## config.mk

```make
export PLATFORM = sky130hd
export DESIGN_NAME = dm163_rx_monitor
export DESIGN_NICKNAME = d
export VERILOG_FILES = /design/src/rtl/dm163_pkg.sv /design/src/rtl/edge_detect.sv /design/src/rtl/dm163_rx_monitor.sv
export SDC_FILE = /design/constraint.sdc
export NUM_CORES = 2
export LEC_CHECK = 0
export ABC_CLOCK_PERIOD_IN_PS = 5100
export BUFFER_PORTS_ARGS = -buffer_cell sky130_fd_sc_hd__clkbuf_2
export CORE_ASPECT_RATIO = 1.75
export CORE_MARGIN = 2
export CORE_UTILIZATION = 25
export CTS_BUF_LIST = sky130_fd_sc_hd__clkbuf_8 sky130_fd_sc_hd__clkbuf_16
export DETAILED_ROUTE_END_ITERATION = 12
export GPL_TIMING_DRIVEN = 0
export PLACE_DENSITY = 0.43
export SLEW_MARGIN = 15
export SYNTH_ARGS = -nofsm -noshare
export SYNTH_HDL_FRONTEND = slang
export SYNTH_SLANG_ARGS = --single-unit
```

## constraint.sdc

```tcl
create_clock -name clk -period 5.1 [get_ports clk]
set_input_delay 1.53 -clock clk [delete_from_list [all_inputs] [get_ports clk]]
set_output_delay 1.53 -clock clk [all_outputs]
set_load 0.05 [all_outputs]
```

## src/rtl/dm163_pkg.sv

```systemverilog
// Shared geometry, FSM encodings and channel-decode helpers for the DM163 receive monitor.
package dm163_pkg;

  localparam int unsigned PIXELS_PER_COL = 8;
  localparam int unsigned BITS_PER_PIXEL = 24;
  localparam int unsigned N_BITS         = PIXELS_PER_COL * BITS_PER_PIXEL;
  localparam int unsigned N_COLS         = 8;
  localparam int unsigned CNT_W          = 8;
  localparam int unsigned COL_W          = 3;

  localparam logic [0:0] ST_IDLE = 1'b0;
  localparam logic [0:0] ST_HELD = 1'b1;

  // Exactly one bit set.
  function automatic logic is_onehot(input logic [N_COLS-1:0] v);
    return (v != '0) && ((v & (v - N_COLS'(1))) == '0);
  endfunction

  // Position of the lowest set bit; only meaningful for one-hot input.
  function automatic logic [COL_W-1:0] onehot_index(input logic [N_COLS-1:0] v);
    logic [COL_W-1:0] idx;
    idx = '0;
    for (int i = N_COLS - 1; i >= 0; i--) begin
      if (v[i]) idx = COL_W'(i);
    end
    return idx;
  endfunction

endpackage

```

## src/rtl/edge_detect.sv

```systemverilog
// Rising-edge detector on an already-registered level; keeps the previous value.
module edge_detect (
  input  logic clk,
  input  logic rst_n,
  input  logic d,
  output logic rise_c
);

  logic prev;

  always_ff @(posedge clk or negedge rst_n) begin
    if (!rst_n) prev <= 1'b0;
    else        prev <= d;
  end

  assign rise_c = d & ~prev;

endmodule

```

## src/rtl/dm163_rx_monitor.sv

```systemverilog
// Captures DM163 serial frames into a per-column pixel store and flags length/channel errors.
module dm163_rx_monitor
  import dm163_pkg::*;
#(
  parameter int unsigned PIXELS_PER_COL = dm163_pkg::PIXELS_PER_COL,
  parameter int unsigned BITS_PER_PIXEL = dm163_pkg::BITS_PER_PIXEL
) (
  input  logic                      clk,
  input  logic                      rst_n,
  input  logic                      s_sda,
  input  logic                      s_clk,
  input  logic                      latch,
  input  logic [7:0]                channel,
  input  logic [5:0]                rd_addr,
  output logic [BITS_PER_PIXEL-1:0] rd_data,
  output logic [7:0]                col_valid,
  output logic                      frame_done,
  output logic                      err_len,
  output logic                      err_chan
);

  localparam int unsigned FRAME_BITS = PIXELS_PER_COL * BITS_PER_PIXEL;
  localparam logic [CNT_W-1:0] CNT_MAX = '1;

  logic                   sda_q;
  logic                   sclk_q;
  logic                   latch_q;
  logic [N_COLS-1:0]      chan_q;
  logic                   sclk_rise_c;
  logic                   latch_rise_c;
  logic                   chan_rise_c;

  logic [FRAME_BITS-1:0]  shift;
  logic [FRAME_BITS-1:0]  shift_next_c;
  logic [FRAME_BITS-1:0]  hold;
  logic [CNT_W-1:0]       cnt;
  logic [CNT_W-1:0]       cnt_next_c;
  logic [FRAME_BITS-1:0]  mem [N_COLS];

  logic [0:0]             state;
  logic [0:0]             state_next_c;
  logic                   wr_en_c;
  logic                   chan_err_c;
  logic [COL_W-1:0]       wr_col_c;

  // Input sampling; s_sda travels with s_clk so the shifted bit lines up with its edge.
  always_ff @(posedge clk or negedge rst_n) begin
    if (!rst_n) begin
      sda_q   <= 1'b0;
      sclk_q  <= 1'b0;
      latch_q <= 1'b0;
      chan_q  <= '0;
    end else begin
      sda_q   <= s_sda;
      sclk_q  <= s_clk;
      latch_q <= latch;
      chan_q  <= channel;
    end
  end

  edge_detect u_sclk_edge (
    .clk    (clk),
    .rst_n  (rst_n),
    .d      (sclk_q),
    .rise_c (sclk_rise_c)
  );

  edge_detect u_latch_edge (
    .clk    (clk),
    .rst_n  (rst_n),
    .d      (latch_q),
    .rise_c (latch_rise_c)
  );

  edge_detect u_chan_edge (
    .clk    (clk),
    .rst_n  (rst_n),
    .d      (|chan_q),
    .rise_c (chan_rise_c)
  );

  // Shift and count first so a coincident latch edge captures the bit arriving with it.
  always_comb begin
    shift_next_c = shift;
    cnt_next_c   = cnt;
    if (sclk_rise_c) begin
      shift_next_c = {shift[FRAME_BITS-2:0], sda_q};
      if (cnt != CNT_MAX) cnt_next_c = cnt + CNT_W'(1);
    end
  end

  always_ff @(posedge clk or negedge rst_n) begin
    if (!rst_n) begin
      shift   <= '0;
      hold    <= '0;
      cnt     <= '0;
      err_len <= 1'b0;
    end else begin
      shift <= shift_next_c;
      if (latch_rise_c) begin
        hold <= shift_next_c;
        cnt  <= '0;
        if (cnt_next_c != CNT_W'(FRAME_BITS)) err_len <= 1'b1;
      end else begin
        cnt <= cnt_next_c;
      end
    end
  end

  always_ff @(posedge clk or negedge rst_n) begin
    if (!rst_n) state <= ST_IDLE;
    else        state <= state_next_c;
  end

  // A latch edge arms the column write; the next channel select commits or rejects it.
  always_comb begin
    state_next_c = state;
    wr_en_c      = 1'b0;
    chan_err_c   = 1'b0;
    wr_col_c     = onehot_index(chan_q);
    case (state)
      ST_IDLE: begin
        if (latch_rise_c) state_next_c = ST_HELD;
      end
      ST_HELD: begin
        if (latch_rise_c) begin
          state_next_c = ST_HELD;
        end else if (chan_rise_c) begin
          state_next_c = ST_IDLE;
          if (is_onehot(chan_q)) wr_en_c    = 1'b1;
          else                   chan_err_c = 1'b1;
        end
      end
      default: state_next_c = ST_IDLE;
    endcase
  end

  always_ff @(posedge clk or negedge rst_n) begin
    if (!rst_n) begin
      for (int i = 0; i < int'(N_COLS); i++) mem[i] <= '0;
      col_valid  <= '0;
      frame_done <= 1'b0;
      err_chan   <= 1'b0;
    end else begin
      frame_done <= 1'b0;
      if (chan_err_c) err_chan <= 1'b1;
      if (wr_en_c) begin
        mem[wr_col_c] <= hold;
        if (wr_col_c == COL_W'(N_COLS - 1)) begin
          col_valid  <= '0;
          frame_done <= 1'b1;
        end else begin
          col_valid <= col_valid | (N_COLS'(1) << wr_col_c);
        end
      end
    end
  end

  always_ff @(posedge clk or negedge rst_n) begin
    if (!rst_n) rd_data <= '0;
    else        rd_data <= mem[rd_addr[5:3]][BITS_PER_PIXEL*32'(rd_addr[2:0]) +: BITS_PER_PIXEL];
  end

endmodule

```

==> impl_metrics.tcl <==
set metrics [dict create \
    crit_path_max_incr_delay_ns 0.74 \
    io_pins 54 \
    tightest_slew_ns 1.22 \
    clk_latency_ns 0.89 \
    synthesis.area_um2 85100 \
    routedWlPerCell_um 27.2 \
    drv_slew 0 \
    grt_max_degree 98 \
    drive_gt1_frac 0.265 \
    hp-class "reg -> reg" \
    cp.required_ns 5.84 \
    coreArea_um2 339000 \
    yosysWarningCount 0 \
    root_buffer "clkbuf_16" \
    synth_edf_count 0 \
    drcViolationCount 0 \
    final_antenna_net_count 0 \
    postLayoutCellArea_um2 98500 \
    grt_pass1_wl_um 418000 \
    ys_seq_elements 1978 \
    cts_sinks 1978 \
    dpl_cell_area_um2 91900 \
    die_h_um 776 \
    avgSynthCellArea_um2 14.4 \
    hold_viol_final 0 \
    min_period_ns 5.00 \
    leakage_nw 49.2 \
    cts_buffers 198 \
    dp_hpwl_um 212000 \
    clk_pin_slew_ns 0.06 \
    layout_common_cells "dfrtp_1, nand2_1, mux2_1" \
    worst_setup_path_start_kind "input port" \
    holdWs_ns 0.458 \
    htree_levels 4 \
    grt_pass1_vias 54387 \
    start_util 0.251 \
    skew_ns 0.0693 \
    arrival_ns 5.74 \
    fin_crit_sh 0.980 \
    p_per_area_nw_per_um2 331 \
    yosysSeqAreaShare 0.581 \
    cpMaxStageDelayCell "mux2i_2" \
    cap_violations 0 \
    final_nets 6233 \
    fin_util 0.290 \
    netlist_instances 5926 \
    run_status "finished, final reports clean" \
    tritoncts "built" \
    place_congestion 0.846 \
    ir_drop_mv 0.265 \
    cp_cell_sequence "buf_2, buf_4, buf_4, buf_2, buf_2, buf_4, mux2i_2, a22oi_1, and3_1" \
    rsz0062_at_grt "no" \
    routed_wl_um 293000 \
    slew_headroom 0.160 \
    final_common_cell "dfrtp_1" \
    async_flop_share 1.00 \
    crit_path_end_kind "flop" \
    clock_path_buffers 4 \
    numPortBuffers 50 \
    avgViaCountPerCell 4.66 \
    fmax_ghz 0.200 \
    die_area_um2 345000 \
    num_vias 50191 \
    antenna_found_initial 25 \
    fp-row-count 283 \
    drtIter0Drc 2970 \
    first_pass_iters 5 \
    syn-num-nets 5946 \
    area_growth_syn_to_layout_pct 15.7 \
    grt_util_all_layers 0.169 \
    die_w_um 445 \
    crit_fanout 10 \
    finalSetupViolCount 0 \
    synthFlopType "dfrtp_1" \
    grt_overflow 0 \
    crit_type "in -> reg" \
    holdBufCountCts 0 \
    synth_cell_types 55 \
]
==> worst max-delay path: cells and delay by family <==
kind	cells	cell delay (ns)
mux	1	0.74
simple gates	1	0.30
buf+inv	6	2.67
compound gates	1	0.39
==> cell usage after synthesis (all sizes together) (3+ instances only) <==
| cell type | instances | share of area |
|---|---|---|
| dfrtp | 1978 | 0.58 |
| mux2 | 1556 | 0.21 |
| nand2 | 1165 | 0.051 |
| mux4 | 381 | 0.10 |
| buf | 255 | 0.016 |
| clkbuf | 132 | 0.0058 |
| mux2i | 107 | 0.013 |
| o22ai | 48 | 0.0035 |
| a22oi | 40 | 0.0035 |
| nor2 | 34 | 0.0015 |
| o21ai | 33 | 0.0020 |
| a21oi | 30 | 0.0018 |
| nand3 | 22 | 0.0013 |
| and3 | 16 | 0.0012 |
| a221oi | 14 | 0.0014 |
| a22o | 13 | 0.0013 |
| nor2b | 10 | 0.00073 |
| inv | 9 | 0.00040 |
| nand3b | 7 | 0.00062 |
| or4 | 7 | 0.00062 |
| nand4 | 6 | 0.00044 |
| nor3 | 6 | 0.00035 |
| or3 | 5 | 0.00037 |
| and2 | 4 | 0.00029 |
| and3b | 4 | 0.00041 |
| nand2b | 4 | 0.00029 |
| nor3b | 4 | 0.00035 |
| or3b | 4 | 0.00041 |
| and4 | 3 | 0.00031 |
| nor4 | 3 | 0.00022 |
| xor2 | 3 | 0.00031 |
==> routing by layer <==
layer  track usage  routed length (um)
met3        0.0192                9020
met5             0                  23
met2         0.321              160000
met4        0.0806               15700
met1         0.185              108000
==> state kept, by name, summed over array words and instances, names as in the netlist, 7 cells and up, named ones only <==
signal     count
mem         1536
hold         192
shift        192
col_valid      7
rd_data       24
cnt            8
chan_q         8
==> through the flow <==
stage	setup WS, ns	cells	setup TNS, ns	total power (W)
2_1_floorplan	1.54	5926	0	0.0167
3_3_place_gp	-47.74	10393	-	0.0177
3_5_place_dp	-1.26	10430	-95.09	0.0178
4_1_cts	0.00204	10771	0	0.0331
5_1_grt	0.00634	10775	0	0.0338
6_report	0.0995	10780	0	0.0326
==> what timing repair did <==
action | CTS | global route
gates resized for setup | 12 | 1
pin swaps | 0 | 0
setup buffers | 0 | 0
endpoints found under the setup margin | 10 | 1
==> kinds of logic (layout without fill, tap and decap cells) <==
group | Yosys count | count (layout) | synth area share
AO/OA/AOI/OAI | 196 | 196 | 0.0154
multiplexers | 2044 | 2044 | 0.319
XOR/XNOR | 3 | 3 | 0.000309
buffers and inverters | 396 | 825 | 0.0223
adder cells (fa/ha/maj) | 2 | 2 | 0.000265
other | 0 | 8 | 0
AND/OR/NAND/NOR | 1307 | 1307 | 0.0611
flip-flops | 1978 | 1978 | 0.581
==> report_power, final <==
group / switching (W) / internal, W
clock: 0.00661 / 0.00859
combinational: 0.00119 / 0.000355
sequential: 0.000107 / 0.0158
total: 0.00791 / 0.0247
==> final timing paths <==
check / cells past startpoint / start / to / slack, ns
max: 9 / rd_addr[3] / rd_data[8]$_DFF_PN0_ / 0.1
min: 0 / sclk_q$_DFF_PN0_ / u_sclk_edge.prev$_DFF_PN0_ / 0.46
max reg2reg: 10 / latch_q$_DFF_PN0_ / mem[86]$_DFFE_PN0P_ / 0.96
min reg2reg: 0 / sclk_q$_DFF_PN0_ / u_sclk_edge.prev$_DFF_PN0_ / 0.46
max in group asynchronous: 9 / rst_n / shift[123]$_DFF_PN0_ / 0.61
min in group asynchronous: 1 / rst_n / mem[390]$_DFFE_PN0P_ / 0.60
==> layout make-up <==
class | instances | area (um2)
Inverter | 9 | 33.8
Multi-Input combinational cell | 3552 | 33800
Clock inverter | 100 | 957
Buffer | 386 | 1920
Antenna cell | 8 | 20.0
Fill cell | 34170 | 241000
Clock buffer | 242 | 5580
Tap cell | 4417 | 5530
Sequential cell | 1978 | 49500
Timing Repair Buffer | 88 | 1200
Note: power is estimated with default switching activity, not from simulation.
